[config.mk]
export PLATFORM = sky130hd
export DESIGN_NAME = pixel_stream_source_flat
export DESIGN_NICKNAME = d
export VERILOG_FILES = /design/src/rtl/pixel_stream_if.sv /design/src/rtl/pixel_stream_source.sv /design/src/flat_wrapper.sv
export SDC_FILE = /design/constraint.sdc
export NUM_CORES = 1
export LEC_CHECK = 0
export ABC_AREA = 1
export BUFFER_PORTS_ARGS = -buffer_cell sky130_fd_sc_hd__buf_2
export CORE_MARGIN = 1.5
export CORE_UTILIZATION = 63
export DETAILED_ROUTE_END_ITERATION = 10
export PLACE_DENSITY_LB_ADDON = 0.12
export SKIP_CTS_REPAIR_TIMING = 1
export SLEW_MARGIN = 5
export SYNTH_ARGS = -nofsm -noshare
export SYNTH_HDL_FRONTEND = slang
export SYNTH_SLANG_ARGS = --single-unit
[constraint.sdc]
create_clock -name clk -period 4.5 [get_ports clk]
set_input_delay 0.9 -clock clk [delete_from_list [all_inputs] [get_ports clk]]
set_output_delay 0.9 -clock clk [all_outputs]
set_load 0.005 [all_outputs]
[src/rtl/pixel_stream_if.sv]
// Registered raster pixel stream (valid, position, line/frame framing, frame count)
// carried from a pixel source to its consumer.
interface pixel_stream_if #(
  parameter int DATA_W = 12,
  parameter int CNT_W  = 11
);
  logic [DATA_W-1:0] data;
  logic              dval;
  logic [CNT_W-1:0]  x_cont;
  logic [CNT_W-1:0]  y_cont;
  logic              lval;
  logic              fval;
  logic [15:0]       frame_cont;
  logic              busy;

  modport master (output data, dval, x_cont, y_cont, lval, fval, frame_cont, busy);
  modport slave  (input  data, dval, x_cont, y_cont, lval, fval, frame_cont, busy);
endinterface

[src/rtl/pixel_stream_source.sv]
// Synthetic raster pixel source: ramp/constant/checkerboard/x-gradient patterns with
// line and frame blanking, stall support and stop-at-end-of-frame.
module pixel_stream_source #(
  parameter int DATA_W = 12,
  parameter int COLS   = 640,
  parameter int ROWS   = 480,
  parameter int HBLANK = 16,
  parameter int VBLANK = 4,
  parameter int CNT_W  = 11
) (
  input  logic              clk,
  input  logic              rst,
  input  logic              start,
  input  logic              stop,
  input  logic              stall,
  input  logic [1:0]        pat_sel,
  input  logic [DATA_W-1:0] seed,
  pixel_stream_if.master    px
);

  localparam int BLANK_MAX = (HBLANK > VBLANK) ? HBLANK : VBLANK;
  localparam int BLANK_W   = $clog2(BLANK_MAX + 1);
  localparam logic [CNT_W-1:0]   LAST_X  = CNT_W'(COLS - 1);
  localparam logic [CNT_W-1:0]   LAST_Y  = CNT_W'(ROWS - 1);
  localparam logic [BLANK_W-1:0] HB_LAST = BLANK_W'(HBLANK - 1);
  localparam logic [BLANK_W-1:0] VB_LAST = BLANK_W'(VBLANK - 1);

  typedef enum logic [1:0] {S_IDLE, S_ACTIVE, S_HBLANK, S_VBLANK} state_t;

  state_t             state;
  logic [CNT_W-1:0]   x_q, y_q;
  logic [DATA_W-1:0]  data_q;
  logic               dval_q, lval_q, fval_q, busy_q;
  logic [15:0]        frame_q;
  logic [1:0]         pat_q;
  logic [DATA_W-1:0]  seed_q;
  logic [DATA_W-1:0]  ramp_q;
  logic [BLANK_W-1:0] blank_q;
  logic               stop_pend;
  logic               stop_req;
  logic               frame_begin;

  // ramp_q already holds the raster index of the next pixel, so no multiplier is needed
  function automatic logic [DATA_W-1:0] pattern(
    input logic [1:0]        sel,
    input logic [DATA_W-1:0] cval,
    input logic [CNT_W-1:0]  px_x,
    input logic [CNT_W-1:0]  px_y,
    input logic [DATA_W-1:0] ramp
  );
    case (sel)
      2'd0:    pattern = ramp;
      2'd1:    pattern = cval;
      2'd2:    pattern = (px_x[0] ^ px_y[0]) ? '1 : '0;
      default: pattern = DATA_W'(px_x);
    endcase
  endfunction

  assign stop_req    = stop_pend | stop;
  assign frame_begin = ((state == S_IDLE) && start) ||
                       ((state == S_VBLANK) && (blank_q == VB_LAST) && !stop_req);

  always_ff @(posedge clk or posedge rst) begin
    if (rst) begin
      state     <= S_IDLE;
      x_q       <= '0;
      y_q       <= '0;
      data_q    <= '0;
      dval_q    <= 1'b0;
      lval_q    <= 1'b0;
      fval_q    <= 1'b0;
      busy_q    <= 1'b0;
      frame_q   <= '0;
      pat_q     <= '0;
      seed_q    <= '0;
      ramp_q    <= '0;
      blank_q   <= '0;
      stop_pend <= 1'b0;
    end else begin
      if ((state != S_IDLE) && stop) stop_pend <= 1'b1;

      if (frame_begin) begin
        // Pattern inputs are taken live here and frozen for the rest of the frame
        if (state == S_VBLANK) frame_q <= frame_q + 16'd1;
        state   <= S_ACTIVE;
        pat_q   <= pat_sel;
        seed_q  <= seed;
        x_q     <= '0;
        y_q     <= '0;
        data_q  <= pattern(pat_sel, seed, '0, '0, '0);
        ramp_q  <= DATA_W'(1);
        blank_q <= '0;
        dval_q  <= 1'b1;
        lval_q  <= 1'b1;
        fval_q  <= 1'b1;
        busy_q  <= 1'b1;
      end else begin
        case (state)
          S_ACTIVE: begin
            if (stall) begin
              dval_q <= 1'b0;
            end else if (x_q == LAST_X) begin
              state   <= S_HBLANK;
              dval_q  <= 1'b0;
              lval_q  <= 1'b0;
              blank_q <= '0;
            end else begin
              x_q    <= x_q + 1'b1;
              data_q <= pattern(pat_q, seed_q, x_q + 1'b1, y_q, ramp_q);
              ramp_q <= ramp_q + 1'b1;
              dval_q <= 1'b1;
            end
          end
          S_HBLANK: begin
            if (blank_q == HB_LAST) begin
              blank_q <= '0;
              if (y_q == LAST_Y) begin
                state  <= S_VBLANK;
                fval_q <= 1'b0;
              end else begin
                state  <= S_ACTIVE;
                x_q    <= '0;
                y_q    <= y_q + 1'b1;
                data_q <= pattern(pat_q, seed_q, '0, y_q + 1'b1, ramp_q);
                ramp_q <= ramp_q + 1'b1;
                dval_q <= 1'b1;
                lval_q <= 1'b1;
              end
            end else begin
              blank_q <= blank_q + 1'b1;
            end
          end
          S_VBLANK: begin
            // Only the stop exit reaches here; the continue exit is taken by frame_begin
            if (blank_q == VB_LAST) begin
              state     <= S_IDLE;
              frame_q   <= frame_q + 16'd1;
              stop_pend <= 1'b0;
              x_q       <= '0;
              y_q       <= '0;
              data_q    <= '0;
              blank_q   <= '0;
              busy_q    <= 1'b0;
            end else begin
              blank_q <= blank_q + 1'b1;
            end
          end
          default: ;
        endcase
      end
    end
  end

  assign px.data       = data_q;
  assign px.dval       = dval_q;
  assign px.x_cont     = x_q;
  assign px.y_cont     = y_q;
  assign px.lval       = lval_q;
  assign px.fval       = fval_q;
  assign px.frame_cont = frame_q;
  assign px.busy       = busy_q;

endmodule

[src/flat_wrapper.sv]
// flat-port wrapper written by rule: the top's interface ports become plain ports
module pixel_stream_source_flat 
#(
  parameter int DATA_W = 12,
  parameter int COLS   = 640,
  parameter int ROWS   = 480,
  parameter int HBLANK = 16,
  parameter int VBLANK = 4,
  parameter int CNT_W  = 11
)
  (clk, rst, start, stop, stall, pat_sel, seed, px_data, px_dval, px_x_cont, px_y_cont, px_lval, px_fval, px_frame_cont, px_busy);
  pixel_stream_if #(.DATA_W(DATA_W), .CNT_W(CNT_W)) px_i ();
  input  logic clk;
  input  logic rst;
  input  logic start;
  input  logic stop;
  input  logic stall;
  input  logic [1:0] pat_sel;
  input  logic [DATA_W-1:0] seed;
  output wire logic [$bits(px_i.data)-1:0] px_data;
  output wire logic [$bits(px_i.dval)-1:0] px_dval;
  output wire logic [$bits(px_i.x_cont)-1:0] px_x_cont;
  output wire logic [$bits(px_i.y_cont)-1:0] px_y_cont;
  output wire logic [$bits(px_i.lval)-1:0] px_lval;
  output wire logic [$bits(px_i.fval)-1:0] px_fval;
  output wire logic [$bits(px_i.frame_cont)-1:0] px_frame_cont;
  output wire logic [$bits(px_i.busy)-1:0] px_busy;
  assign px_data = px_i.data;
  assign px_dval = px_i.dval;
  assign px_x_cont = px_i.x_cont;
  assign px_y_cont = px_i.y_cont;
  assign px_lval = px_i.lval;
  assign px_fval = px_i.fval;
  assign px_frame_cont = px_i.frame_cont;
  assign px_busy = px_i.busy;
  pixel_stream_source #(.DATA_W(DATA_W), .COLS(COLS), .ROWS(ROWS), .HBLANK(HBLANK), .VBLANK(VBLANK), .CNT_W(CNT_W)) u_core (.clk(clk), .rst(rst), .start(start), .stop(stop), .stall(stall), .pat_sel(pat_sel), .seed(seed), .px(px_i));
endmodule
==> flow_summary.yaml <==
routing:
  wl_um: 13500
  drt-initial-drc-count: 394
  antenna_left: 0
  firstDrtPassIters: 6
  drc: 0
  vias_per_cell: 5.49
  vias: 5382
  wire_per_inst_um: 13.8
worst_setup_path:
  endpoint_kind: "register"
  r2r_setup_slack_ns: 1.66
  reg2reg_depth: 8
  cp_max_fo: 11
  reg2reg_to: "u_core.px.frame_cont[10]"
  cp.arrival_ns: 3.14
  r2r_start: "u_core.state[0]"
  cpPeakStageDelay_ns: 0.92
  critPathLaunchType: "register"
  path_cells: "ha_1, inv_2, a21oi_1, inv_1, nor2_1, nand2_1, nor2_1, xor2_1"
  cp_num_buf_inv: 2
  crit_slowest_cell: "a21oi_1"
  worstSetupPathType: "register to register"
  required_ns: 4.80
  cpMostUsedCell: "nor2_1"
  critPathTopFamily: "compound AO/OA/AOI/OAI gates"
power_and_ir_drop:
  power_density_mw_per_mm2: 604
  power_frac_comb_pct: 51.1
  power_frac_seq_pct: 34.3
  ir_drop_mv: 0.274
  switchingPower_w: 0.00187
  p_int_w: 0.00182
  power.leakage_nw: 3.26
  switching_share_pct: 50.7
  p_clk_share_pct: 14.6
sta:
  setup-violations-final: 0
  period_share_pct: 63.1
  fin_crit_ns: 2.84
  rsz0062_at_grt: "no"
  skew_ns: 0.0135
  slew-limit-headroom_pct: 19.4
  worst_slew_pin_slew_ns: 1.20
  timing.fmax_mhz: 352
  final_max_slew_viol_count: 0
  finalSetupTns_ns: 0
  hold_violations: 0
grt:
  grt-ovfl-total: 0
  grt_first_pass_wirelength_um: 23000
  grt_max_degree: 59
  grt_pass1_vias: 4984
  antenna_found_initial: 0
  grt.total_usage_pct: 29.6
yosys:
  synth_warnings: 0
  synthTopCellsByCount: "341 x nand2_1, 88 x dfrtp_1, 70 x inv_1, 60 x nor2_1, 57 x nand3_1"
  synth.distinct_cells: 38
  synth_cells: 812
  synthFlopType: "dfrtp_1"
  yosys-top-cells-area: "dfrtp_1 39%, nand2_1 23%, nand3_1 5.1%, inv_1 4.7%, nor2_1 4.0%"
  postSynth.asyncResetShare_pct: 100
  synth_edf_count: 0
  syn_area_mm2: 0.00561
  yosysTopAreaCellShare_pct: 39.3
  ys_ff_latch: 88
  syn-num-nets: 842
  post-synth-top-area-cell: "dfrtp_1"
  syn_area_per_cell_um2: 6.91
  seq_area_frac_synth_pct: 39.3
  yosysMostFrequentCell: "nand2_1"
floorplanning:
  die_x_um: 97.3
  start_util_pct: 64.6
  io_pins: 73
  core_area_mm2: 0.00868
  fp.dieH_um: 97.3
  num_rows: 34
  die_area_mm2: 0.00948
clocking:
  clock_path_buffers: 2
  htree_levels: 3
  clk_pin_slew_ns: 0.10
  insertion_delay_ns: 0.37
  cts_num_sinks: 88
  cts_buffers: 9
  root_buffer: "clkbuf_8"
  cts_tree: "done"
layout:
  nets: 897
  fin_cells: 980
  drive_above_1_share_pct: 13.6
  syn_to_final_growth_pct: 9.10
  antenna_cells: 0
worst_hold_path:
  hp-class: "register to register"
  hp-start: "u_core.seed_q[3]"
  min_path_cells: 2
  hold_end: "u_core.seed_q[3]"
placed_design:
  place.gp.congestion: 0.890
  dp_cells: 964
  portBuffers: 72
  post-dp-hpwl_um: 9740
outcome:
  outcome: "completed"
run:
  max_cap_viol_count: 0
power by group through the flow:
stage / sequential [W] / combinational, W / clock (W)
3_3_place_gp: 0.00127 / 0.00181 / 0
4_1_cts: 0.00126 / 0.00187 / 0.000545
5_1_grt: 0.00130 / 0.00215 / 0.000576
2_1_floorplan: 0.00123 / 0.00155 / 0
3_5_place_dp: 0.00128 / 0.00186 / 0
6_report: 0.00127 / 0.00189 / 0.000538
worst min-delay path: stages, from the launching register on:
cell and delay [ns]:
dfrtp_1 0.36, nand2_1 0.05, nand2_1 0.05
cells in the final DEF (no fill, tap or decap), types with 2 or more instances in the layout:
master / n
nand4_1: 17
nor2_4: 2
or2_2: 2
a31oi_1: 2
nand3_4: 3
a21oi_1: 9
inv_2: 3
nand2_1: 341
xor2_1: 18
nor3_1: 12
nand3b_1: 4
dfrtp_1: 88
nand3_1: 57
nand2_2: 4
nor2_1: 60
ha_1: 11
o21ai_4: 2
clkbuf_8: 9
inv_8: 3
clkinvlp_4: 4
xnor2_1: 7
nor2_2: 6
buf_4: 2
o21ai_0: 38
o21ai_1: 16
inv_1: 69
buf_2: 72
state kept, by name (all words and copies together), names as in the netlist:
register and cells:
u_core.blank_q 5, u_core.pat_q 2, u_core.px.busy 1, u_core.px.data 12
u_core.px.dval 1, u_core.px.frame_cont 16, u_core.px.fval 1, u_core.px.lval 1
u_core.px.x_cont 11, u_core.px.y_cont 11, u_core.ramp_q 12, u_core.seed_q 12
u_core.state 2, u_core.stop_pend 1
worst max path at each step:
stage	from	endpoint	depth (start not counted)
after global routing	u_core.state[1]	u_core.px.frame_cont[10]	8
after CTS	u_core.state[0]	u_core.px.frame_cont[10]	8
after detailed placement	start	u_core.px.frame_cont[10]	8
after floorplan	rst	u_core.blank_q[0]	1
final	u_core.state[0]	u_core.px.frame_cont[10]	8
after global placement	start	u_core.px.frame_cont[10]	8
cell type report:
class,instances,area (um^2)
fillers,741,2560
well taps,108,135
multi-input cells,620,2940
inverters,74,282
flip-flops and latches,88,2200
repair buffers,74,375
clock inverters,7,63.8
clock buffers,9,124
kinds of logic (layout without fill, tap and decap cells):
family / count (synthesis) / in the layout / share of synthesized area [%]
flip-flops: 88 / 88 / 39.3
adder cells (fa/ha/maj): 11 / 11 / 2.45
AO/OA/AOI/OAI: 70 / 70 / 6.87
buffers and inverters: 104 / 164 / 8.37
XOR/XNOR: 25 / 25 / 3.90
AND/OR/NAND/NOR: 514 / 514 / 39.1
stage by stage:
step | power [W] | cell area, um^2 | hold WS [ns] | setup WS (ns) | util (%)
after floorplan | 0.00277 | 5610 | 0.442 | 1.32 | -
after global placement | 0.00307 | 5930 | 0.454 | 1.66 | 68.3
after detailed placement | 0.00314 | 5930 | 0.458 | 1.56 | 68.3
after CTS | 0.00368 | 6120 | 0.482 | 1.69 | 70.5
after global routing | 0.00403 | 6120 | 0.495 | 1.46 | 70.5
final | 0.00369 | 6120 | 0.485 | 1.66 | 70.5
layer usage:
layer	track usage [%]	up-vias	part of all wire, %
met5	0	-	0
met4	8.79	0	2.1
met3	5.47	28	6.2
met2	48.7	190	47
met1	40.0	2498	44
li1	-	2666	-
(Power assumes the default switching activity.)
